==> config.mk <==
export PLATFORM = sky130hd
export DESIGN_NAME = mips_datapath_core
export DESIGN_NICKNAME = d
export VERILOG_FILES = /design/src/rtl/mips_datapath_core.sv
export SDC_FILE = /design/constraint.sdc
export NUM_CORES = 2
export LEC_CHECK = 0
export CORE_MARGIN = 2
export CORE_UTILIZATION = 35
export CTS_CLUSTER_SIZE = 10
export DETAILED_ROUTE_END_ITERATION = 8
export GPL_ROUTABILITY_DRIVEN = 0
export HOLD_SLACK_MARGIN = 0.03
export PLACE_DENSITY_LB_ADDON = 0.1
export SETUP_SLACK_MARGIN = 0.05
export SLEW_MARGIN = 0
export SYNTH_ARGS = -nofsm -noshare
export SYNTH_HDL_FRONTEND = slang
export SYNTH_SLANG_ARGS = --single-unit
==> constraint.sdc <==
create_clock -name clk -period 53.8 [get_ports clk]
set_input_delay 10.76 -clock clk [delete_from_list [all_inputs] [get_ports clk]]
set_output_delay 10.76 -clock clk [all_outputs]
set_load 0.1 [all_outputs]
==> src/rtl/mips_datapath_core.sv <==
// Single-cycle MIPS-style datapath: PC, next-PC select, 32x32 register file, sign extend, ALU, write-back muxes.
// Latency: ALU_out/Data_out combinational in the current cycle; PC and registers update on the rising clk edge.
// Backpressure: none; the datapath advances one instruction every cycle unless rst is high.
module mips_datapath_core #(
    parameter logic [31:0] RESET_PC = 32'h0000_0000
) (
    input  logic        clk,
    input  logic        rst,
    input  logic        Jump,
    input  logic        Branch,
    input  logic [2:0]  ALU_Control,
    input  logic        ALUSrc_B,
    input  logic        RegWrite,
    input  logic [25:0] inst_field,
    input  logic [31:0] Data_in,
    input  logic        MemtoReg,
    input  logic        RegDst,
    output logic [31:0] PC_out,
    output logic [31:0] Data_out,
    output logic [31:0] ALU_out
);

    logic [31:0] pc_q, pc_d;
    logic [31:0] regs_q [32];
    logic [31:0] regs_d [32];

    logic [4:0]  rs_addr, rt_addr, rd_addr, wr_addr;
    logic [15:0] imm;
    logic [31:0] sign_ext, rs_data, rt_data, alu_b, wr_data;
    logic [31:0] pc4, branch_target, jump_target;
    logic        alu_zero;

    assign rs_addr  = inst_field[25:21];
    assign rt_addr  = inst_field[20:16];
    assign rd_addr  = inst_field[15:11];
    assign imm      = inst_field[15:0];
    assign sign_ext = {{16{imm[15]}}, imm};

    // Register read ports; r0 is hard-wired to zero regardless of storage.
    always_comb begin
        rs_data = (rs_addr == 5'd0) ? 32'h0 : regs_q[rs_addr];
        rt_data = (rt_addr == 5'd0) ? 32'h0 : regs_q[rt_addr];
    end

    assign alu_b    = ALUSrc_B ? sign_ext : rt_data;
    assign Data_out = rt_data;

    // ALU: operation chosen directly by ALU_Control; all eight codes are defined.
    always_comb begin
        ALU_out = 32'h0;
        unique case (ALU_Control)
            3'b000: ALU_out = rs_data & alu_b;
            3'b001: ALU_out = rs_data | alu_b;
            3'b010: ALU_out = rs_data + alu_b;
            3'b011: ALU_out = rs_data ^ alu_b;
            3'b100: ALU_out = ~(rs_data | alu_b);
            3'b101: ALU_out = alu_b >> rs_data[4:0];
            3'b110: ALU_out = rs_data - alu_b;
            3'b111: ALU_out = ($signed(rs_data) < $signed(alu_b)) ? 32'h1 : 32'h0;
            default: ALU_out = 32'h0;
        endcase
    end

    assign alu_zero = (ALU_out == 32'h0);

    // Next-PC selection: jump has priority over a taken branch, otherwise fall through.
    always_comb begin
        pc4           = pc_q + 32'd4;
        branch_target = pc4 + {sign_ext[29:0], 2'b00};
        jump_target   = {pc4[31:28], inst_field, 2'b00};
        pc_d          = pc4;
        if (Jump) begin
            pc_d = jump_target;
        end else if (Branch && alu_zero) begin
            pc_d = branch_target;
        end
    end

    // Write-back: destination and source muxes; writes to r0 are dropped.
    always_comb begin
        wr_addr = RegDst ? rd_addr : rt_addr;
        wr_data = MemtoReg ? Data_in : ALU_out;
        regs_d  = regs_q;
        if (RegWrite && (wr_addr != 5'd0)) begin
            regs_d[wr_addr] = wr_data;
        end
    end

    // PC register; async reset reloads the reset vector.
    always_ff @(posedge clk or posedge rst) begin
        if (rst) begin
            pc_q <= RESET_PC;
        end else begin
            pc_q <= pc_d;
        end
    end

    // Register file storage; async reset clears every entry and beats any pending write.
    always_ff @(posedge clk or posedge rst) begin
        if (rst) begin
            for (int i = 0; i < 32; i++) begin
                regs_q[i] <= 32'h0;
            end
        end else begin
            regs_q <= regs_d;
        end
    end

    assign PC_out = pc_q;

endmodule

**Yosys cells after proc, flatten, opt, wreduce, memory -nomap -nowiden**

Index checks and enable logic that the tools add are counted.

- Word-level logic and storage cells: 83
- Register bits after elaboration: 1056
- Output and inout bits: 96

- Mux-type cells: 18
- Shifts and indexed selects: 1
- Equality and inequality tests: 7
- Magnitude comparators: 5
- Reduce and logical (&&, ||, !) cells: 8
- Add/sub/neg operators: 4
- Bitwise gates (word level): 7

Operators by type and width:

| operator | count |
|---|---|
| $bwmux W1024 | 1 |
| $mux W32 | 11 |
| $bmux W32 S5 | 2 |
| $pmux W32 S8 | 1 |
| $demux W32 S5 | 1 |
| $add A32 B32 Y32 | 2 |
| $add A32 B3 Y32 const B | 1 |
| $and A32 B32 Y32 | 1 |
| $logic_not A32 Y1 | 1 |
| $lt A32 B32 Y1 | 1 |
| $not A32 Y32 | 1 |
| $or A32 B32 Y32 | 1 |
| $shr A32 B5 Y32 | 1 |
| $sub A32 B32 Y32 | 1 |
| $xor A32 B32 Y32 | 1 |
| $ge A6 B6 Y1 const B | 3 |
| $not A5 Y6 | 3 |
| $eq A3 B3 Y1 const B | 4 |
| $logic_not A5 Y1 | 2 |
| $eq A3 B2 Y1 const B | 2 |
| $lt A6 B1 Y1 const B | 1 |
| $mux W5 | 1 |
| $reduce_bool A5 Y1 | 1 |
| $eq A3 B1 Y1 const B | 1 |
| 3 further kinds | 5 |

**Logic depth before layout (Yosys ltp)**

- Depth after elaboration: 13
- Mapped depth: 32

**Worst setup path after synthesis**

OpenSTA, ideal clock, no wires.

- Path kind: input to output
- Start point: in inst_field[16]
- End point: out ALU_out[30]
- Path buffers: 9
- Required time: 43.040 ns
- Stages: 24
- Arrival: 18.394 ns
- Path slack: 24.646 ns
- Path through: buf_6 -> buf_4 -> buf_6 -> buf_4 -> buf_2 -> nand3_1 -> o22ai_1 -> nor3_1 -> o21ai_0 -> o21ai_0 -> ha_1 -> clkbuf_1 -> nor2_1 -> nor3_1 -> and3b_1 -> o21a_1 -> o31ai_1 -> a221o_1 -> xnor2_1 -> nor2_1 -> o32a_1 -> clkbuf_1 -> clkbuf_1 -> buf_1

RTL lines:

| element | RTL line | text |
|---|---|---|
| start, declared | 14 | `input logic [25:0] inst_field,` |
| $not A5 Y6 (implied by the code) | 42 | `rt_data = (rt_addr == 5'd0) ? 32'h0 : regs_q[rt_addr];` |
| $bmux W32 S5 | 42 |  |
| $mux W32 (implied by the code) (2 in series) | 42 |  |
| $mux W32 * | 42 |  |
| named net Data_out[20] | 19 | `output logic [31:0] Data_out,` |
| $mux W32 * | 45 | `assign alu_b = ALUSrc_B ? sign_ext : rt_data;` |
| $sub A32 B32 Y32 (tied with other cells) | 58 | `3'b110: ALU_out = rs_data - alu_b;` |
| $pmux W32 S8 * | 51 | `unique case (ALU_Control)` |
| end, declared | 20 | `output logic [31:0] ALU_out` |

Mark *: on every way through the listed nets, which the timed path passes. The rest lies on a longest branch. The select of a mux whose other input is x is not followed.

**Worst setup path in the final report**

- Start point: in inst_field[16]
- End point: out ALU_out[29]

- Cells in the longest elaborated chain, start to end: 9

RTL lines:

| element | RTL line |
|---|---|
| $not A5 Y6 (implied by the code) | 42 |
| $bmux W32 S5 | 42 |
| $mux W32 (implied by the code) (2 in series) | 42 |
| $mux W32 * | 42 |
| $mux W32 * | 45 |
| branches (longest 2 deep; another with $sub A32 B32 Y32) | n/a |
| $pmux W32 S8 * | 51 |

Every way passes the cells marked *. The select of a mux whose other input is x is not followed.

==> results.sh <==
export IMPL_status="completed"
export IMPL_nets=6572
export IMPL_worst_setup_path_start_kind="input pin"
export IMPL_postLayoutCellArea_um2=72100
export IMPL_antenna_found_initial=9
export IMPL_grt_pass1_vias=51400
export IMPL_synthTopCellsByCount="nand2_1 (1236), o21ai_0 (1106), dfrtp_1 (1054), clkbuf_1 (477), mux4_2 (444)"
export IMPL_fin_skew_ns=0.04257
export IMPL_critPathMaxStageDelay_ns=1.25
export IMPL_slew_headroom_pct=12.80
export IMPL_cts_tree="yes"
export IMPL_drt_initial_drc_count=5969
export IMPL_maxCapViolations=0
export IMPL_grt_overflow_total=0
export IMPL_drc=0
export IMPL_cts_sinks=1054
export IMPL_fin_crit_sh_pct=57.17
export IMPL_whs_ns=0.3941
export IMPL_track_usage_pct=29.31
export IMPL_cp_arrival_ns=20.00
export IMPL_insertion_delay_ns=0.80
export IMPL_numCtsBuffers=133
export IMPL_drv_slew=0
export IMPL_hold_viol=0
export IMPL_pin_count=165
export IMPL_grt_start_max_net_pins=167
export IMPL_wirelength_mm=275.2
export IMPL_synthMostInstantiatedCell="nand2_1"
export IMPL_rows=157
export IMPL_post_dp_hpwl_mm=174.6
export IMPL_yosys_area_top_type="dfrtp_1"
export IMPL_syn_inst=6523
export IMPL_syn_area_um2=64280
export IMPL_filler_cell_count=18230
export IMPL_ir_drop_v=0.00003759
export IMPL_viasPerCell=6.049
export IMPL_grt_pass1_wl_mm=394.5
export IMPL_setup_tns_ns=0
export IMPL_critPathSlowestCell="clkdlybuf4s50_1"
export IMPL_initial_core_util_pct=35.19
export IMPL_rsz0062_at_grt="false"
export IMPL_fin_cells=8822
export IMPL_die_area_um2=187100
export IMPL_synth_seq_cells=1054
export IMPL_hold_buffers=0
export IMPL_wl_per_cell_um=31.20
export IMPL_critPathRequiredTime_ns=43.04
export IMPL_synthFlopType="dfrtp_1"
export IMPL_vias=53370
export IMPL_die_y_um=432.6
export IMPL_post_cts_setup_buffers=0
export IMPL_p_leak_nw=30.98
export IMPL_cts_buffer_depth=3
export IMPL_clkTransAtPathRegs_ns=0.05
export IMPL_yosys_warnings=0
export IMPL_cp_num_buf_inv=4
export IMPL_hold_class="flip-flop to flip-flop"
export IMPL_multi_input_area_um2=35250
export IMPL_seq_area_frac_synth_pct=41.03
export IMPL_worst_path_max_fanout=63
export IMPL_dp_cells=8620
export IMPL_syn_area_per_cell_um2=9.854
export IMPL_synth_edf_count=0
export IMPL_netlist_top_cells_area="dfrtp_1 (41%), mux4_2 (16%), o21ai_0 (8.6%)"
export IMPL_cp_top_family="compound AO/OA/AOI/OAI gates"
export IMPL_synth_top_area_share_pct=41.03
export IMPL_path_class="input pin to primary output"
export IMPL_fmax_mhz=32.51
export IMPL_yosysUniqueCellTypes=105
export IMPL_dieWidth_um=432.6
export IMPL_min_period_ns=30.76
export IMPL_end_kind="primary output"
export IMPL_p_per_area_nw_per_um2=42.39
export IMPL_htree_num_levels=4
export IMPL_post_cts_resized=0
export IMPL_path_cells="buf_8 -> buf_4 -> buf_4 -> mux4_2 -> a22o_1 -> a221oi_1 -> nand3_1 -> a22oi_1 -> ha_1 -> nand2_1 -> o21ai_0 -> a21oi_1 -> o211ai_1 -> a21oi_1 -> o41ai_1 -> a41o_1 -> nor2_1 -> mux2i_1 -> a31oi_1 -> clkdlybuf4s50_1"
export IMPL_place_area_um2=68060
export IMPL_syn_to_final_growth_pct=12.17
export IMPL_numPortBuffers=162
export IMPL_tightest_slew_ns=1.308
export IMPL_synthArstFlopShare_pct=100.0
export IMPL_root_buffer="clkbuf_16"
export IMPL_regArea_um2=26380
export IMPL_core_um2=182700
export IMPL_drive_gt1_share_pct=15.01
export IMPL_dr_pass1_iters=6
export IMPL_setup_viol=0
export IMPL_ant_nets=0
[final timing paths]
kind | startpoint | to | slack [ns] | depth (start not counted)
worst max-delay path | inst_field[16] | ALU_out[29] | 23.04 | 20
worst min-delay path | regs_q[1005] | regs_q[1005] | 0.39 | 0
worst max register to register | regs_q[132] | PC_out[14] | 44.97 | 22
worst min register to register | regs_q[1005] | regs_q[1005] | 0.39 | 0
max in group asynchronous | rst | regs_q[763] | 38.84 | 7
min in group asynchronous | rst | regs_q[1000] | 10.45 | 2
[layer usage]
metal	track usage (%)	vias to the layer above	routed length, µm	part of all wire, %
met1	41.46	27330	122200	44
met3	4.901	491	18480	6.7
li1	-	23390	-	-
met2	45.38	2147	123900	45
met4	10.22	4	10690	3.9
met5	0	-	22	0.0080
[where the power goes]
group | switching [mW] | total, mW | internal [mW]
logic | 0.663 | 1.06 | 0.400
registers | 0.147 | 1.13 | 0.981
clock network | 0.362 | 0.866 | 0.504
[flip-flops by register name, summed over array words and instances, names as in the netlist]
| register | count |
|---|---|
| PC_out | 30 |
| regs_q | 1024 |
[through the flow]
step | worst slack, ns | utilization [%] | power (mW)
floorplan | 13.37 | - | 1.849
global placement | 23.03 | 37.25 | 2.171
detailed placement | 23.12 | 37.25 | 2.185
CTS | 23.12 | 39.47 | 3.055
global route | 22.65 | 39.47 | 3.211
finish | 23.04 | 39.47 | 3.056
[final cells by class]
class | count | share of cell area, %
Antenna cell | 1 | 0.003471
Clock buffer | 184 | 5.232
Clock inverter | 17 | 0.3748
Inverter | 142 | 0.7584
Multi-Input combinational cell | 4712 | 48.90
Sequential cell | 1054 | 36.58
Tap cell | 2385 | 4.139
Timing Repair Buffer | 327 | 4.016
[placed cells by master (no fill, tap or decap), types with 78 or more instances in the layout]
cell / instances
nand2_1: 1204
o21ai_0: 1106
dfrtp_1: 1054
mux4_2: 444
mux2i_1: 302
nor2_1: 239
buf_4: 163
a21oi_1: 156
clkdlybuf4s50_1: 150
clkbuf_16: 135
inv_1: 130
ha_1: 130
o22ai_1: 92
nand3_1: 90
nor3_1: 86
a22oi_1: 78
[cell families after synthesis]
kind of cell | after synthesis | share of synthesized area (%)
XOR/XNOR | 74 | 1.008
buffers and inverters | 758 | 4.893
flip-flops | 1054 | 41.03
AO/OA/AOI/OAI | 1833 | 16.81
adder cells (fa/ha/maj) | 133 | 2.624
multiplexers | 814 | 21.49
other | 1 | 0.005834
AND/OR/NAND/NOR | 1856 | 12.13
No activity file was read; power rests on OpenSTA's default activity.
